## config.mk

```make
export PLATFORM = sky130hd
export DESIGN_NAME = multi_dataflow_engine
export DESIGN_NICKNAME = d
export VERILOG_FILES = /design/src/rtl/multi_dataflow_engine_pkg.sv /design/src/rtl/multi_dataflow_engine_datapath.sv /design/src/rtl/multi_dataflow_engine.sv
export SDC_FILE = /design/constraint.sdc
export NUM_CORES = 2
export LEC_CHECK = 0
export BUFFER_PORTS_ARGS = -buffer_cell sky130_fd_sc_hd__buf_2
export CAP_MARGIN = 20
export CORE_AREA = 2 2 307 309
export DETAILED_ROUTE_END_ITERATION = 8
export DIE_AREA = 0 0 309 311
export PLACE_DENSITY = 0.77
export SYNTH_ARGS = -nofsm -noshare
export SYNTH_HDL_FRONTEND = slang
export SYNTH_SLANG_ARGS = --single-unit
```

## constraint.sdc

```tcl
create_clock -name clk_i -period 10 [get_ports clk_i]
set_clock_uncertainty 0.15 [all_clocks]
set_input_delay 2 -clock clk_i [delete_from_list [all_inputs] [get_ports clk_i]]
set_output_delay 2 -clock clk_i [all_outputs]
set_load 0.02 [all_outputs]
```

## src/rtl/multi_dataflow_engine_pkg.sv

```systemverilog
`default_nettype none
// ============================================================================
// Module      : multi_dataflow_package
// Description : Shared widths, controller/engine interface structs and the
//               engine state encoding for the multi_dataflow engine.
// Revision    : 1.0 - initial release
// ============================================================================
package multi_dataflow_package;

  localparam int ENG_DATA_W  = 32;
  localparam int ENG_CNT_W   = 16;
  localparam int ENG_SHIFT_W = 5;

  // Engine job state
  typedef enum logic [1:0] {
    ENG_IDLE = 2'd0,
    ENG_RUN  = 2'd1,
    ENG_DONE = 2'd2
  } eng_state_t;

  // Controller -> engine command bundle
  typedef struct packed {
    logic                   clear;
    logic                   enable;
    logic                   start;
    logic [ENG_CNT_W-1:0]   cnt_limit_out_stream0;
    logic [ENG_DATA_W-1:0]  reg_simple_mul;
    logic [ENG_SHIFT_W-1:0] reg_shift;
    logic [ENG_CNT_W-1:0]   reg_len;
  } ctrl_engine_t;

  // Engine -> controller status bundle
  typedef struct packed {
    logic                 ready;
    logic [ENG_CNT_W-1:0] cnt_out_stream0;
  } flags_engine_t;

endpackage
`default_nettype wire

```

## src/rtl/multi_dataflow_engine_datapath.sv

```systemverilog
`default_nettype none
// ============================================================================
// Module      : multi_dataflow_engine_datapath
// Description : Two-stage pipeline: stage 1 multiplies in0 by the job
//               multiplier and sign-extends in1/in2; stage 2 adds, shifts
//               arithmetically and narrows to DATA_W. Valid/ready control.
//               Optional: MULTI_DATAFLOW_ENGINE_SAT_EN saturates the result
//               to the signed DATA_W range instead of truncating.
// Revision    : 1.0 - initial release
// ============================================================================
module multi_dataflow_engine_datapath
  import multi_dataflow_package::*;
#(
  parameter int DATA_W = ENG_DATA_W
) (
  input  logic                   clk_i,
  input  logic                   rst_ni,
  input  logic                   clear_i,
  input  logic                   enable_i,
  input  logic                   in_fire_i,
  input  logic [DATA_W-1:0]      in0_data_i,
  input  logic [DATA_W-1:0]      in1_data_i,
  input  logic [DATA_W-1:0]      in2_data_i,
  input  logic [DATA_W-1:0]      mul_i,
  input  logic [ENG_SHIFT_W-1:0] shift_i,
  output logic                   s1_accept_o,
  output logic                   busy_o,
  output logic [DATA_W-1:0]      out_data_o,
  output logic                   out_valid_o,
  input  logic                   out_ready_i
);

  localparam int WIDE_W = 2 * DATA_W;

  logic                     s1_valid;
  logic signed [WIDE_W-1:0] s1_prod;
  logic signed [WIDE_W-1:0] s1_add1;
  logic signed [WIDE_W-1:0] s1_add2;
  logic signed [WIDE_W-1:0] in0_wide;
  logic signed [WIDE_W-1:0] mul_wide;
  logic signed [WIDE_W-1:0] sum;
  logic signed [WIDE_W-1:0] shifted;
  logic [DATA_W-1:0]        result;
  logic                     s2_advance;

  assign s2_advance  = enable_i & (~out_valid_o | out_ready_i);
  assign s1_accept_o = ~s1_valid | s2_advance;
  assign busy_o      = s1_valid | out_valid_o;

  assign in0_wide = WIDE_W'($signed(in0_data_i));
  assign mul_wide = WIDE_W'($signed(mul_i));
  assign sum      = s1_prod + s1_add1 + s1_add2;
  assign shifted  = sum >>> shift_i;

`ifdef MULTI_DATAFLOW_ENGINE_SAT_EN
  localparam logic signed [WIDE_W-1:0] SAT_MAX = {{(DATA_W+1){1'b0}}, {(DATA_W-1){1'b1}}};
  localparam logic signed [WIDE_W-1:0] SAT_MIN = {{(DATA_W+1){1'b1}}, {(DATA_W-1){1'b0}}};

  // Clamp the shifted sum into the signed DATA_W range
  always_comb begin
    result = shifted[DATA_W-1:0];
    if (shifted > SAT_MAX) begin
      result = {1'b0, {(DATA_W-1){1'b1}}};
    end else if (shifted < SAT_MIN) begin
      result = {1'b1, {(DATA_W-1){1'b0}}};
    end
  end
`else
  logic unused_high;
  assign unused_high = ^shifted[WIDE_W-1:DATA_W];
  assign result      = shifted[DATA_W-1:0];
`endif

  // Stage 1: capture product and sign-extended addends on an input fire
  always_ff @(posedge clk_i or negedge rst_ni) begin
    if (!rst_ni) begin
      s1_valid <= 1'b0;
      s1_prod  <= '0;
      s1_add1  <= '0;
      s1_add2  <= '0;
    end else if (clear_i) begin
      s1_valid <= 1'b0;
      s1_prod  <= '0;
      s1_add1  <= '0;
      s1_add2  <= '0;
    end else if (enable_i && s1_accept_o) begin
      s1_valid <= in_fire_i;
      if (in_fire_i) begin
        s1_prod <= in0_wide * mul_wide;
        s1_add1 <= WIDE_W'($signed(in1_data_i));
        s1_add2 <= WIDE_W'($signed(in2_data_i));
      end
    end
  end

  // Stage 2: output register, held while the sink stalls or enable is low
  always_ff @(posedge clk_i or negedge rst_ni) begin
    if (!rst_ni) begin
      out_valid_o <= 1'b0;
      out_data_o  <= '0;
    end else if (clear_i) begin
      out_valid_o <= 1'b0;
      out_data_o  <= '0;
    end else if (s2_advance) begin
      out_valid_o <= s1_valid;
      if (s1_valid) begin
        out_data_o <= result;
      end
    end
  end

endmodule
`default_nettype wire

```

## src/rtl/multi_dataflow_engine.sv

```systemverilog
`default_nettype none
// ============================================================================
// Module      : multi_dataflow_engine
// Description : Engine responder for the multi_dataflow controller. Joins
//               three input streams, runs the mul/add/shift pipeline and
//               tracks per-job input/output counts and job state.
//               Optional: MULTI_DATAFLOW_ENGINE_SAT_EN enables output
//               saturation in the datapath.
// Revision    : 1.0 - initial release
// ============================================================================
module multi_dataflow_engine
  import multi_dataflow_package::*;
#(
  parameter int DATA_W = ENG_DATA_W,
  parameter int CNT_W  = ENG_CNT_W
) (
  input  logic                   clk_i,
  input  logic                   rst_ni,
  input  logic                   clear_i,
  input  logic                   enable_i,
  input  logic                   start_i,
  input  logic [CNT_W-1:0]       cnt_limit_i,
  input  logic [DATA_W-1:0]      reg_simple_mul_i,
  input  logic [ENG_SHIFT_W-1:0] reg_shift_i,
  input  logic [CNT_W-1:0]       reg_len_i,
  input  logic [DATA_W-1:0]      in0_data_i,
  input  logic [DATA_W-1:0]      in1_data_i,
  input  logic [DATA_W-1:0]      in2_data_i,
  input  logic                   in0_valid_i,
  input  logic                   in1_valid_i,
  input  logic                   in2_valid_i,
  output logic                   in0_ready_o,
  output logic                   in1_ready_o,
  output logic                   in2_ready_o,
  output logic [DATA_W-1:0]      out_data_o,
  output logic                   out_valid_o,
  input  logic                   out_ready_i,
  output logic                   ready_o,
  output logic [CNT_W-1:0]       cnt_out_o
);

  eng_state_t             state;
  eng_state_t             state_next;
  logic [CNT_W-1:0]       in_cnt;
  logic [CNT_W-1:0]       len_q;
  logic [CNT_W-1:0]       limit_q;
  logic [DATA_W-1:0]      mul_q;
  logic [ENG_SHIFT_W-1:0] shift_q;
  logic                   start_job;
  logic                   fire;
  logic                   s1_accept;
  logic                   busy;
  logic                   out_hs;

  // A start pulse is honoured only outside RUN
  assign start_job = start_i & (state != ENG_RUN);
  assign fire      = (state == ENG_RUN) & enable_i & in0_valid_i & in1_valid_i
                   & in2_valid_i & (in_cnt < len_q) & s1_accept;
  assign out_hs    = out_valid_o & out_ready_i & enable_i;

  assign in0_ready_o = fire;
  assign in1_ready_o = fire;
  assign in2_ready_o = fire;

  // Job state register
  always_ff @(posedge clk_i or negedge rst_ni) begin
    if (!rst_ni) begin
      state <= ENG_IDLE;
    end else if (clear_i) begin
      state <= ENG_IDLE;
    end else begin
      state <= state_next;
    end
  end

  // Next-state and ready flag; RUN ends once the limit is met with nothing in flight
  always_comb begin
    state_next = state;
    ready_o    = 1'b1;
    case (state)
      ENG_IDLE, ENG_DONE: begin
        if (start_i) begin
          state_next = (reg_len_i == '0) ? ENG_DONE : ENG_RUN;
        end
      end
      ENG_RUN: begin
        ready_o = 1'b0;
        if ((cnt_out_o == limit_q) && !busy) begin
          state_next = ENG_DONE;
        end
      end
      default: state_next = ENG_IDLE;
    endcase
  end

  // Job configuration latched on an accepted start
  always_ff @(posedge clk_i or negedge rst_ni) begin
    if (!rst_ni) begin
      mul_q   <= '0;
      shift_q <= '0;
      len_q   <= '0;
      limit_q <= '0;
    end else if (clear_i) begin
      mul_q   <= '0;
      shift_q <= '0;
      len_q   <= '0;
      limit_q <= '0;
    end else if (start_job) begin
      mul_q   <= reg_simple_mul_i;
      shift_q <= reg_shift_i;
      len_q   <= reg_len_i;
      limit_q <= cnt_limit_i;
    end
  end

  // Input and output element counters
  always_ff @(posedge clk_i or negedge rst_ni) begin
    if (!rst_ni) begin
      in_cnt    <= '0;
      cnt_out_o <= '0;
    end else if (clear_i || start_job) begin
      in_cnt    <= '0;
      cnt_out_o <= '0;
    end else begin
      if (fire) begin
        in_cnt <= in_cnt + 1'b1;
      end
      if (out_hs) begin
        cnt_out_o <= cnt_out_o + 1'b1;
      end
    end
  end

  multi_dataflow_engine_datapath #(
    .DATA_W (DATA_W)
  ) u_datapath (
    .clk_i       (clk_i),
    .rst_ni      (rst_ni),
    .clear_i     (clear_i),
    .enable_i    (enable_i),
    .in_fire_i   (fire),
    .in0_data_i  (in0_data_i),
    .in1_data_i  (in1_data_i),
    .in2_data_i  (in2_data_i),
    .mul_i       (mul_q),
    .shift_i     (shift_q),
    .s1_accept_o (s1_accept),
    .busy_o      (busy),
    .out_data_o  (out_data_o),
    .out_valid_o (out_valid_o),
    .out_ready_i (out_ready_i)
  );

endmodule
`default_nettype wire
```

==> metrics.md <==
| Metric | Value |
|---|---|
| Synth warnings | 0 |
| WHS Endpoint | mul_q[29] |
| Storage element area | ~0.0066 sq mm |
| Count leader, synth | fa_1 |
| Synth area leaders | fa_1 (41%), dfrtp_1 (12%), inv_1 (6.5%) |
| Max-slew headroom | between 20% and 30% |
| Antenna violations before repair | 5 |
| Hold Path Class | flip-flop to flip-flop |
| Setup-failing EPs final | 0 |
| # IOs | 227 |
| Routed wire length per instance | slightly above 20 microns |
| Worst R2R Start | mul_q[10] |
| Fillers | roughly 7,700 |
| Pin count of the biggest net entering global routing | 94 |
| Kind of critical path | input port to flip-flop |
| Std-Cell Rows | 112 |
| Die area | approximately 0.096 sq mm |
| Largest stage delay, worst path | 0.54 ns |
| DRT met1 WL | around 56,000 microns |
| Post-Route WL | around 150,000 microns |
| Syn Inst Count | 6,014 |
| Reg2reg end | u_datapath.s1_prod[62] |
| Postcts setup bufs | 0 |
| DR iter-0 viols | 3,370 |
| Clock Sink Count | ~260 |
| Max FO, Critical Path | 9 |
| Nature of the critical path endpoint | flip-flop |
| Synth Cell Area | ~0.055 sq mm |
| Clock Path Buffers | 3 |
| Drt via density | 5.83 |
| RSZ-0062 raised after global routing | no |
| GRT overflow | 0 |
| Slew Limit Fails | 0 |
| Initial Utilization | between 50% and 60% |
| Worst Setup Start Kind | input port |
| Avg Inst Size Synth | 9.16 sq um |
| Final layout net count | around 7,700 |
| Crit path DAT | 9.92 ns |
| Hold Vio Cnt, Final | 0 |
| Ys async rst share | 100% |
| Die X | roughly 300 microns |
| Hold Crit Start | mul_q[29] |
| Cell taking the most area after synthesis | fa_1 |
| First-pass GRT wire length | approximately 240,000 microns |
| Top FF cell, synth | dfrtp_1 |
| Setup TNS | 0 ns |
| Worst-path clk slew | around 0.060 ns |
| Core Area | just over 0.09 sq mm |
| H-tree depth | 2 |
| Detailed Place HPWL | between 100,000 and 150,000 microns |
| Critical path origin | in0_data_i[7] |
| CTS buffer count | 35 |
| Vias in the first global route | ~46,000 |
| Seq cells post-synth | around 260 |
| # hold bufs at CTS | 0 |
| Drt first pass iters | 6 |
| Post-layout minimum cycle time | 9.60 ns |
| Top-area cell type share of the netlist area | about two fifths |
| Slew @ Worst Pin | around 1.1 ns |
| Area used by multi-input combinational logic | 0.0436 sq mm |
| Routability congestion estimate | 0.977 |
| Die H | ~310 microns |
| Metal3 WL | roughly 11,000 microns |
| Status | finished clean |
| R2R cell count | 27 |
| Top Layer Used | met5 |
| DR WL met2 | ~74,000 microns |
| Final worst-path cycle share | 96.0% |
| Most common library cells after synthesis | fa_1 (1,136), inv_1 (956), nand2_1 (946) |
| Max Fclk | approximately 100 MHz |
| Gr usage total | 32.4% |
| Number of distinct library cells after synthesis | 93 |
| Net Count, Synth | between 7,000 and 8,000 |
| Post-synth EDFFs | 0 |
| DRC viols | 0 |
| PortBufs | 226 |
| WP data required | 10.32 ns |
| Register area share after synthesis | a little under an eighth |
| Via count | around 43,000 |
| Post-DRT Antenna Nets | 0 |
| Layout cells sized above 1 | under 10% |
| Clock root buffer | clkbuf_16 |
| Worst R2R Setup Slack | roughly 0.95 ns |
| CTS tree | built |
| Clk_lat worst skew | just under 0.6 ns |
| Slowest-stage cell, CP | fa_1 |
| Worst hold path depth | 2 |
| Max Cap Violations | 0 |
| Cts repair resizes | 0 |
| Layout overhead on the synthesized area | 7.10% |
| Most numerous cell on the critical path | fa_1 |
cell type report:
cell class                 count  area share [%]
multi-input combinational   4435            73.8
inverter                     960            6.11
clock inverter                17           0.375
antenna                        1         0.00424
sequential                   264            11.2
tap                         1254            2.66
timing repair buffer         386            4.12
clock buffer                  45            1.68
how the worst max path moves through the flow:
stage,cells after the start,endpoint
after floorplan,23,u_datapath.s1_prod[62]
after global placement,29,u_datapath.s1_prod[62]
after detailed placement,28,u_datapath.s1_prod[62]
after CTS,31,u_datapath.s1_prod[62]
after global routing,28,u_datapath.s1_prod[62]
final,31,u_datapath.s1_prod[62]
cells by family (layout without fill, tap and decap cells):
kind of cell	Yosys count	in the layout	synth area share [%]
other	0	1	0
flip-flops	264	264	12.0
buffers and inverters	1315	1408	9.00
adder cells (fa/ha/maj)	1397	1397	47.2
AND/OR/NAND/NOR	1985	1985	17.2
multiplexers	123	123	2.90
XOR/XNOR	159	159	2.54
AO/OA/AOI/OAI	771	771	9.11
registers in the layout, summed over array words and instances, names as in the netlist:
register                count
state                       2
u_datapath.s1_valid         1
u_datapath.s1_add2         32
limit_q                    16
u_datapath.s1_add1         32
in_cnt                     16
cnt_out_o                  16
u_datapath.s1_prod         63
u_datapath.out_valid_o      1
len_q                      16
u_datapath.out_data_o      32
shift_q                     5
mul_q                      32
layer usage:
layer / vias to the layer above / global-route usage [%]
met4: 4 / 15.5
met3: 479 / 5.05
li1: 18850 / -
met1: 21823 / 41.3
met5: - / 0
met2: 1767 / 54.4
critical path: cells and delay by family:
kind,cells,cell delay [ns]
AO/OA/AOI/OAI,10,2.60
adder cells (fa/ha/maj),9,3.98
buffers and inverters,8,0.77
AND/OR/NAND/NOR,4,0.56
cells in the final DEF, fill, tap and decap left out, types with 8 or more instances in the layout:
master     synthesis  routed
a2111oi_0         11      11
a211o_1           14      14
a211oi_1          36      36
a21o_1           108     108
a21oi_1          271     269
a221o_1            8       8
a31oi_1           28      27
and2_1           530     530
and3_1            39      39
buf_2             11     224
buf_4              2     156
clkbuf_16          0      35
clkbuf_8           0       8
dfrtp_1          264     262
fa_1            1136    1136
ha_1             261     261
inv_1            956     954
mux2_2            22      22
mux2i_1           74      74
mux4_2            26      26
nand2_1          946     945
nand2b_1          25      25
nand3_1          129     129
nand4_1           41      41
nor2_1           158     158
nor2b_1           33      33
nor3_1            40      40
nor4_1            14      14
o211ai_1          22      22
o21a_1            18      18
o21ai_0          116     116
o21bai_1          15      15
o221ai_1           8       8
o22ai_1            9       9
o31ai_1            8       8
or3_1              9       9
xnor2_1           97      97
xor2_1            61      61
per-stage QoR:
stage / utilization [%] / hold WS (ns) / setup WS, ns / cells / instance area, sq um
floorplan: - / 0.290 / 0.285 / 6014 / 55100
global placement: 62.2 / 0.303 / -0.0339 / 7296 / 57700
detailed placement: 62.2 / 0.306 / -0.178 / 7297 / 57700
CTS: 63.5 / 0.319 / 0.464 / 7359 / 58900
global route: 63.6 / 0.331 / 0.0244 / 7362 / 59000
finish: 63.6 / 0.314 / 0.400 / 7362 / 59000
Power is not shown: default switching activity piles up to over one toggle a cycle in this logic, so the estimate is an artifact.
